--- config.mk ---
export PLATFORM = sky130hd
export DESIGN_NAME = reg_bank_sb
export DESIGN_NICKNAME = d
export VERILOG_FILES = /design/src/rtl/reg_bank_pkg.sv /design/src/rtl/reg_bank_scoreboard.sv /design/src/rtl/reg_bank_sb.sv
export SDC_FILE = /design/constraint.sdc
export NUM_CORES = 1
export LEC_CHECK = 0
export CORE_AREA = 8 8 257 184
export DETAILED_ROUTE_END_ITERATION = 7
export DIE_AREA = 0 0 265 192
export PLACE_DENSITY_LB_ADDON = 0.08
export SLEW_MARGIN = 20
export SYNTH_ARGS = -nofsm -noshare
export SYNTH_HDL_FRONTEND = slang
export SYNTH_SLANG_ARGS = --single-unit
--- constraint.sdc ---
create_clock -name clock -period 9.7 [get_ports clock]
set_clock_uncertainty 0.05 [all_clocks]
set_input_delay 0.97 -clock clock [delete_from_list [all_inputs] [get_ports clock]]
set_output_delay 0.97 -clock clock [all_outputs]
set_load 0.05 [all_outputs]
--- src/rtl/reg_bank_pkg.sv ---
// Shared constants and FSM encoding for the parametrised register bank.
package reg_bank_pkg;
  localparam int RV32E_NREGS = 16;
  localparam int RV32I_NREGS = 32;
  localparam int XLEN        = 32;

  typedef enum logic {
    ST_CLEAR = 1'b0,
    ST_RUN   = 1'b1
  } state_e;
endpackage

--- src/rtl/reg_bank_scoreboard.sv ---
// Per-register pending bits for hazard detection; set wins over clear on the same index.
// REG_BANK_BYPASS_EN: a same-cycle writeback hides the pending bit it is about to clear.
module reg_bank_scoreboard #(
  parameter  int NREGS = 16,
  localparam int AW    = $clog2(NREGS)
) (
  input  logic          clock,
  input  logic          reset,
  input  logic          en,
  input  logic          wreg,
  input  logic [AW-1:0] write_reg,
  input  logic          mark,
  input  logic [AW-1:0] mark_reg,
  input  logic [AW-1:0] read_reg1,
  input  logic [AW-1:0] read_reg2,
  output logic          pend1,
  output logic          pend2
);
  logic [NREGS-1:0] pend_q, pend_d;
  logic             clr_hit, set_hit;

  assign clr_hit = en && wreg && (write_reg != '0);
  assign set_hit = en && mark && (mark_reg != '0);

  always_comb begin
    pend_d = pend_q;
    if (clr_hit) pend_d[write_reg] = 1'b0;
    // A newly issued producer supersedes the one retiring this cycle.
    if (set_hit) pend_d[mark_reg] = 1'b1;
    pend_d[0] = 1'b0;
  end

  always_ff @(posedge clock or posedge reset) begin
    if (reset) pend_q <= '0;
    else       pend_q <= pend_d;
  end

  always_comb begin
    pend1 = en && pend_q[read_reg1];
    pend2 = en && pend_q[read_reg2];
`ifdef REG_BANK_BYPASS_EN
    if (clr_hit && !(set_hit && mark_reg == write_reg)) begin
      if (read_reg1 == write_reg) pend1 = 1'b0;
      if (read_reg2 == write_reg) pend2 = 1'b0;
    end
`endif
  end
endmodule

--- src/rtl/reg_bank_sb.sv ---
// Decode-stage register bank: post-reset clear sweep, 2 comb read ports, 1 write port, scoreboard.
// REG_BANK_BYPASS_EN: forward same-cycle writeback data onto the read ports.
module reg_bank_sb
  import reg_bank_pkg::*;
#(
  parameter  int NREGS = RV32E_NREGS,
  parameter  int WIDTH = XLEN,
  localparam int AW    = $clog2(NREGS)
) (
  input  logic             clock,
  input  logic             reset,
  input  logic [AW-1:0]    read_reg1,
  input  logic [AW-1:0]    read_reg2,
  output logic [WIDTH-1:0] read_data1,
  output logic [WIDTH-1:0] read_data2,
  input  logic [AW-1:0]    write_reg,
  input  logic             wreg,
  input  logic [WIDTH-1:0] write_data,
  input  logic [AW-1:0]    mark_reg,
  input  logic             mark,
  output logic             pend1,
  output logic             pend2,
  output logic             ready
);
  state_e           state_q, state_d;
  logic [AW-1:0]    clr_ptr_q, clr_ptr_d;
  logic [WIDTH-1:0] regs_q [NREGS];
  logic             we;

  always_ff @(posedge clock or posedge reset) begin
    if (reset) begin
      state_q   <= ST_CLEAR;
      clr_ptr_q <= AW'(1);
    end else begin
      state_q   <= state_d;
      clr_ptr_q <= clr_ptr_d;
    end
  end

  always_comb begin
    state_d   = state_q;
    clr_ptr_d = clr_ptr_q;
    if (state_q == ST_CLEAR) begin
      clr_ptr_d = clr_ptr_q + AW'(1);
      if (clr_ptr_q == AW'(NREGS - 1)) state_d = ST_RUN;
    end
  end

  assign ready = (state_q == ST_RUN);
  assign we    = ready && wreg && (write_reg != '0);

  // Storage needs no reset: the sweep zeroes it before any read is exposed.
  always_ff @(posedge clock) begin
    if (!ready)  regs_q[clr_ptr_q] <= '0;
    else if (we) regs_q[write_reg] <= write_data;
  end

  always_comb begin
    read_data1 = '0;
    read_data2 = '0;
    if (ready && read_reg1 != '0) read_data1 = regs_q[read_reg1];
    if (ready && read_reg2 != '0) read_data2 = regs_q[read_reg2];
`ifdef REG_BANK_BYPASS_EN
    if (we && read_reg1 == write_reg) read_data1 = write_data;
    if (we && read_reg2 == write_reg) read_data2 = write_data;
`endif
  end

  reg_bank_scoreboard #(.NREGS(NREGS)) u_sb (
    .clock     (clock),
    .reset     (reset),
    .en        (ready),
    .wreg      (wreg),
    .write_reg (write_reg),
    .mark      (mark),
    .mark_reg  (mark_reg),
    .read_reg1 (read_reg1),
    .read_reg2 (read_reg2),
    .pend1     (pend1),
    .pend2     (pend2)
  );
endmodule

* Word-level counts from Yosys, hierarchy flattened
Memory sizes are Yosys's and may differ from the RTL's.
Cells that the tools add are included.
** Operators by class
- Add/sub/neg operators :: 1
- $mul :: 0
- Div/mod/pow operators :: 0
- $lt $le $gt $ge :: 6
- Equal/unequal tests :: 1
- Shift-type cells :: 0
- Multiplexer cells :: 21
- Bitwise gates (word level) :: 3
- Reductions and logical operators :: 15
** Operators by type and width (count)
- $mux W32 :: 3
- $mux W16 :: 2
- $reduce_or A32 Y1 :: 1
- $lt A4 B5 Y1 const B :: 4
- $and A16 B16 Y16 :: 1
- $not A16 Y16 :: 1
- $or A16 B16 Y16 :: 1
- $reduce_bool A4 Y1 :: 4
- $mux W1 :: 11
- $logic_and A1 B1 Y1 :: 10
- $bmux W1 S4 :: 2
- $demux W1 S4 :: 2
- $ge A4 B1 Y1 const B :: 2
- $add A4 B1 Y4 const B :: 1
- $eq A4 B4 Y1 const B :: 1
- $mux W4 :: 1
** Word-level totals
- Bits in registers :: 20
- Latch bits :: 0
- Memory bits (writable) :: 512
- Bits in read-only memories :: 0
- Bits of input ports :: 52
- Output and inout bits :: 67
- Word-level logic and storage cells :: 51
- Memories :: 1
** Memory list
- regs_q :: depth 16, bits a word 32, read ports 2, clocked after memory_dff 0, wr ports 1, line reg_bank_sb.sv:27 : logic [WIDTH-1:0] regs_q [NREGS];

* Longest topological paths before layout
- Depth in word-level cells :: 9
- Mapped depth :: 8
- Depth with buffers taken out :: 4

* Hierarchy
Synthesis repeated with hierarchy kept, for this count alone.
** Second synthesis, totals
- Cell total of the unflattened synthesis :: 1372
- Area, all modules :: 25182.9 sq um
** By module, submodules not included
- reg_bank_sb :: instances 1, cells an instance 1267, area an instance 24209.5 sq um, seq. area each 15501.1 sq um
- reg_bank_scoreboard :: instances 1, cells an instance 105, area an instance 973.4 sq um, seq. area each 375.4 sq um

* Worst setup path before layout
OpenSTA, ideal clock, no wires.
- Path kind :: input to output
- Start point :: input port read_reg2[1]
- End point :: output port pend2
- Arrival time :: 3.287 ns
- Data required time :: 8.680 ns
- Path slack :: 5.393 ns
- Stages :: 5
- Buffers on the path :: 4
- Cell sequence :: clkbuf_1 buf_2 buf_4 buf_4 o41ai_1
** On the way
- Word-level cells in the longest chain between the ends :: 3
** Ends and longest elaborated chain
- start: declaration :: line reg_bank_sb.sv:13 : input logic [AW-1:0] read_reg2,
- $bmux W1 S4 :: line reg_bank_scoreboard.sv:40 : pend2 = en && pend_q[read_reg2];
- $mux W1 (implied by the code) :: line reg_bank_scoreboard.sv:40
- $logic_and A1 B1 Y1 :: line reg_bank_scoreboard.sv:40
- end: declaration :: line reg_bank_sb.sv:22 : output logic pend2,
Every way passes these cells. The select of a mux whose other input is x is not followed.

* Worst setup path in the final report
- Start point :: input port read_reg1[2]
- End point :: output port read_data1[20]
** On the way
- Word-level cells in the longest chain between the ends :: 3
- Elaborated cells between the ends (all ways) :: 4
- Those cells by class :: mux: 1; reduce/logical: 2; memory: 1
** Ends and longest elaborated chain
- start: declaration :: line reg_bank_sb.sv:12 : input logic [AW-1:0] read_reg1,
- branches (longest 2 deep; another with $mem_v2 Z16 W32)
- $mux W32 (*) :: line reg_bank_sb.sv:61 : if (ready && read_reg1 != '0) read_data1 = regs_q[read_reg1];
- end: declaration :: line reg_bank_sb.sv:14 : output logic [WIDTH-1:0] read_data1,
Every way passes the cells marked *.

==> impl_metrics.env <==
export IMPL_status="finished clean"
export IMPL_cp_start_kind="input pin"
export IMPL_pwr_share_seq_pct=51.3
export IMPL_critPathSlowestCell="nor3b_4"
export IMPL_ctsHoldBuffers=0
export IMPL_drtPass1Iterations=5
export IMPL_seqCellArea_um2=14900
export IMPL_syn_area_um2=23500
export IMPL_p_leak_nw=9.53
export IMPL_die_area_um2=50900
export IMPL_switching_power_mw=1.11
export IMPL_cts_setup_buffers=0
export IMPL_grt_max_degree=83
export IMPL_overflow=0
export IMPL_cp_max_fo=19
export IMPL_ys_seq_area_share_pct=63.4
export IMPL_fmax_mhz=183
export IMPL_yosys_area_share_simple_pct=3.46
export IMPL_pwr_share_clk_pct=38.4
export IMPL_whs_path_depth=1
export IMPL_swShare_pct=23.7
export IMPL_slew_viol_final=0
export IMPL_clk_latency_ns=0.57
export IMPL_setup_worst_path_class="input pin to output pin"
export IMPL_period_needed_ns=5.47
export IMPL_cts_tree="done"
export IMPL_detail_route_vias_per_cell=6.81
export IMPL_diodes=0
export IMPL_max_cap_viol_count=0
export IMPL_crit_family="buffers and inverters"
export IMPL_syn_avg_cell_area_um2=18.3
export IMPL_netlist_instances=1283
export IMPL_rsz0062_at_grt="no"
export IMPL_worst_slew_pin_slew_ns=1.16
export IMPL_worst_slack_ns=4.23
export IMPL_pre_cts_ws_ns=4.15
export IMPL_critPathMostFrequentCell="clkdlybuf4s50_1"
export IMPL_synthAdderAreaFrac_pct=0.0532
export IMPL_final_layout_size_suffix_gt1_share_pct=25.2
export IMPL_num_vias=13472
export IMPL_cts_made_buffers=49
export IMPL_drtIter0Drc=1391
export IMPL_cts_clk_slew_worst_paths_ns=0.06
export IMPL_synth_edf_count=480
export IMPL_end_kind="output pin"
export IMPL_worst_ir_drop_vdd_v=0.000144
export IMPL_hold_class="register to register"
export IMPL_synthArstFlopShare_pct=4.00
export IMPL_multi_input_area_um2=8200
export IMPL_grt_first_pass_wirelength_um=90700
export IMPL_cts_resized=0
export IMPL_hold_path_endpoint="clr_ptr_q[0]"
export IMPL_hold_viol=0
export IMPL_netlist_cell_type_count=48
export IMPL_synthXorXnorAreaFrac_pct=0.112
export IMPL_final_core_util_pct=61.9
export IMPL_yosys_warnings=0
export IMPL_internal_power_mw=3.58
export IMPL_num_rows=64
export IMPL_gp_congestion=0.768
export IMPL_die_width_um=265
export IMPL_crit_chain="clkdlybuf4s50_1 > nor3b_4 > buf_4 > a22oi_1 > nand2_1 > clkdlybuf4s50_1"
export IMPL_cts_sinks=500
export IMPL_setup_viol_count_final=0
export IMPL_wl_per_cell_um=30.9
export IMPL_grt_util_all_layers_pct=24.0
export IMPL_antenna_left=0
export IMPL_hold_start="clr_ptr_q[0]"
export IMPL_drc=0
export IMPL_pin_count=119
export IMPL_combPwrFrac_pct=10.2
export IMPL_rrSetupSlack_ns=5.83
export IMPL_cpPeakStageDelay_ns=1.02
export IMPL_ys_ff_latch=500
export IMPL_synth_nets=1336
export IMPL_finalNetCount=1436
export IMPL_relSlewSlack_pct=22.8
export IMPL_period_share_pct=56.4
export IMPL_grt_pass1_vias=13822
export IMPL_wirelength_um=61100
export IMPL_antenna_found_initial=1
export IMPL_coreArea_um2=43200
export IMPL_num_fill_cells=3114
export IMPL_critPathBufInv=3
export IMPL_ys_flop_type="edfxtp_1"
export IMPL_worstPathArrival_ns=4.45
export IMPL_synth_compound_area_share_pct=7.49
export IMPL_cts_path_max_buffers=3
export IMPL_muxShareOfSynthArea_pct=23.0
export IMPL_io_buffers=118
export IMPL_hold_ws_ns=0.484
export IMPL_powerDensity_nw_per_um2=175
export IMPL_r2r_start="ready"
export IMPL_initial_core_util_pct=54.4
export IMPL_detailed_place_hpwl_um=32700
export IMPL_syn2layout_area_growth_pct=13.9
export IMPL_rr_endpoint="regs_q[14][15]"
export IMPL_crit_required_ns=8.68
export IMPL_r2r_cells=6
export IMPL_fin_tns_setup_ns=0
export IMPL_die_y_um=192
export IMPL_root_buffer="clkbuf_16"
export IMPL_synth_top_family_by_area="multiplexers"
export IMPL_htree_levels=2
-- Yosys cell counts (4+ instances only) --
| cell | instances | share of area [%] |
|---|---|---|
| a22oi_1 | 127 | 4.1 |
| dfrtp_1 | 19 | 2.0 |
| mux4_1 | 38 | 4.2 |
| buf_1 | 7 | 0.11 |
| nor2_1 | 25 | 0.40 |
| edfxtp_1 | 480 | 61 |
| and2_1 | 33 | 0.88 |
| nor2b_1 | 7 | 0.19 |
| buf_4 | 4 | 0.13 |
| mux2_2 | 69 | 3.3 |
| a22o_1 | 63 | 2.3 |
| nand2b_1 | 6 | 0.16 |
| buf_2 | 42 | 0.89 |
| clkbuf_1 | 37 | 0.59 |
| o21ai_0 | 25 | 0.53 |
| mux4_2 | 156 | 15 |
| nand2_1 | 79 | 1.3 |
| mux2i_1 | 7 | 0.30 |
| buf_6 | 11 | 0.53 |
-- metal layers --
layer | share of wire [%] | track usage (%) | up-vias
met2 | 47 | 38.1 | 634
met5 | 0 | 0 | -
li1 | - | - | 5671
met1 | 42 | 34.2 | 7075
met4 | 1.9 | 5.74 | 0
met3 | 8.7 | 5.17 | 92
-- kinds of logic (layout without fill, tap and decap cells) --
family | Yosys count | count (layout)
AO/OA/AOI/OAI | 231 | 231
multiplexers | 272 | 272
adder cells (fa/ha/maj) | 1 | 1
flip-flops | 500 | 500
buffers and inverters | 107 | 242
AND/OR/NAND/NOR | 169 | 169
XOR/XNOR | 3 | 3
-- stage by stage --
stage,total power [mW],cells,area (µm²)
after floorplan,2.77,1283,23500
after global placement,2.93,1892,25300
after detailed placement,2.93,1893,25300
after CTS,4.71,1979,26800
after global routing,4.83,1979,26800
final,4.69,1979,26800
-- power by group through the flow --
stage                     Sequential [mW]  Combinational (mW)  Clock [mW]
after floorplan                      2.45               0.321           0
after global placement               2.45               0.478           0
after detailed placement             2.45               0.482           0
after CTS                            2.41               0.483        1.83
after global routing                 2.41               0.509        1.91
final                                2.41               0.480        1.80
-- worst max path at each step --
stage | startpoint | endpoint | slack [ns] | cells after the start
after floorplan | read_reg2[1] | pend2 | 5.39 | 5
after global placement | read_reg1[0] | read_data1[20] | 4.14 | 6
after detailed placement | read_reg1[0] | read_data1[20] | 4.15 | 6
after CTS | read_reg1[0] | read_data1[20] | 4.14 | 6
after global routing | read_reg1[0] | read_data1[20] | 3.94 | 6
final | read_reg1[2] | read_data1[20] | 4.23 | 6
-- sequential cells by signal, summed over array words and instances, names as in the netlist --
signal       count
clr_ptr_q        4
ready            1
u_sb.pend_q     15
regs_q         480
-- placed cells by master, fill, tap and decap left out, types with 3 or more instances in the layout --
master           instances
edfxtp_1               480
mux4_2                 156
a22oi_1                127
clkdlybuf4s50_1        114
nand2_1                 79
mux2_2                  69
a22o_1                  63
clkbuf_16               49
mux4_1                  38
and2_1                  33
buf_4                   33
o21ai_0                 25
dfrtp_1                 19
nor2_4                  17
clkinv_1                16
clkbuf_1                10
nor2_1                   8
mux2i_1                  7
nand2b_1                 6
nor2b_1                  5
clkinv_2                 4
nand4b_1                 3
nand3b_1                 3
inv_1                    3
xnor2_1                  3
bufinv_16                3
-- final cells by class --
class                      instances  share of cell area [%]
timing repair buffer             152                    5.48
sequential                       500                    55.7
clock inverter                    27                   0.808
clock buffer                      59                    4.72
tap                              561                    2.62
multi-input combinational        676                    30.6
inverter                           4                  0.0561
No activity file was read; power rests on OpenSTA's default activity.
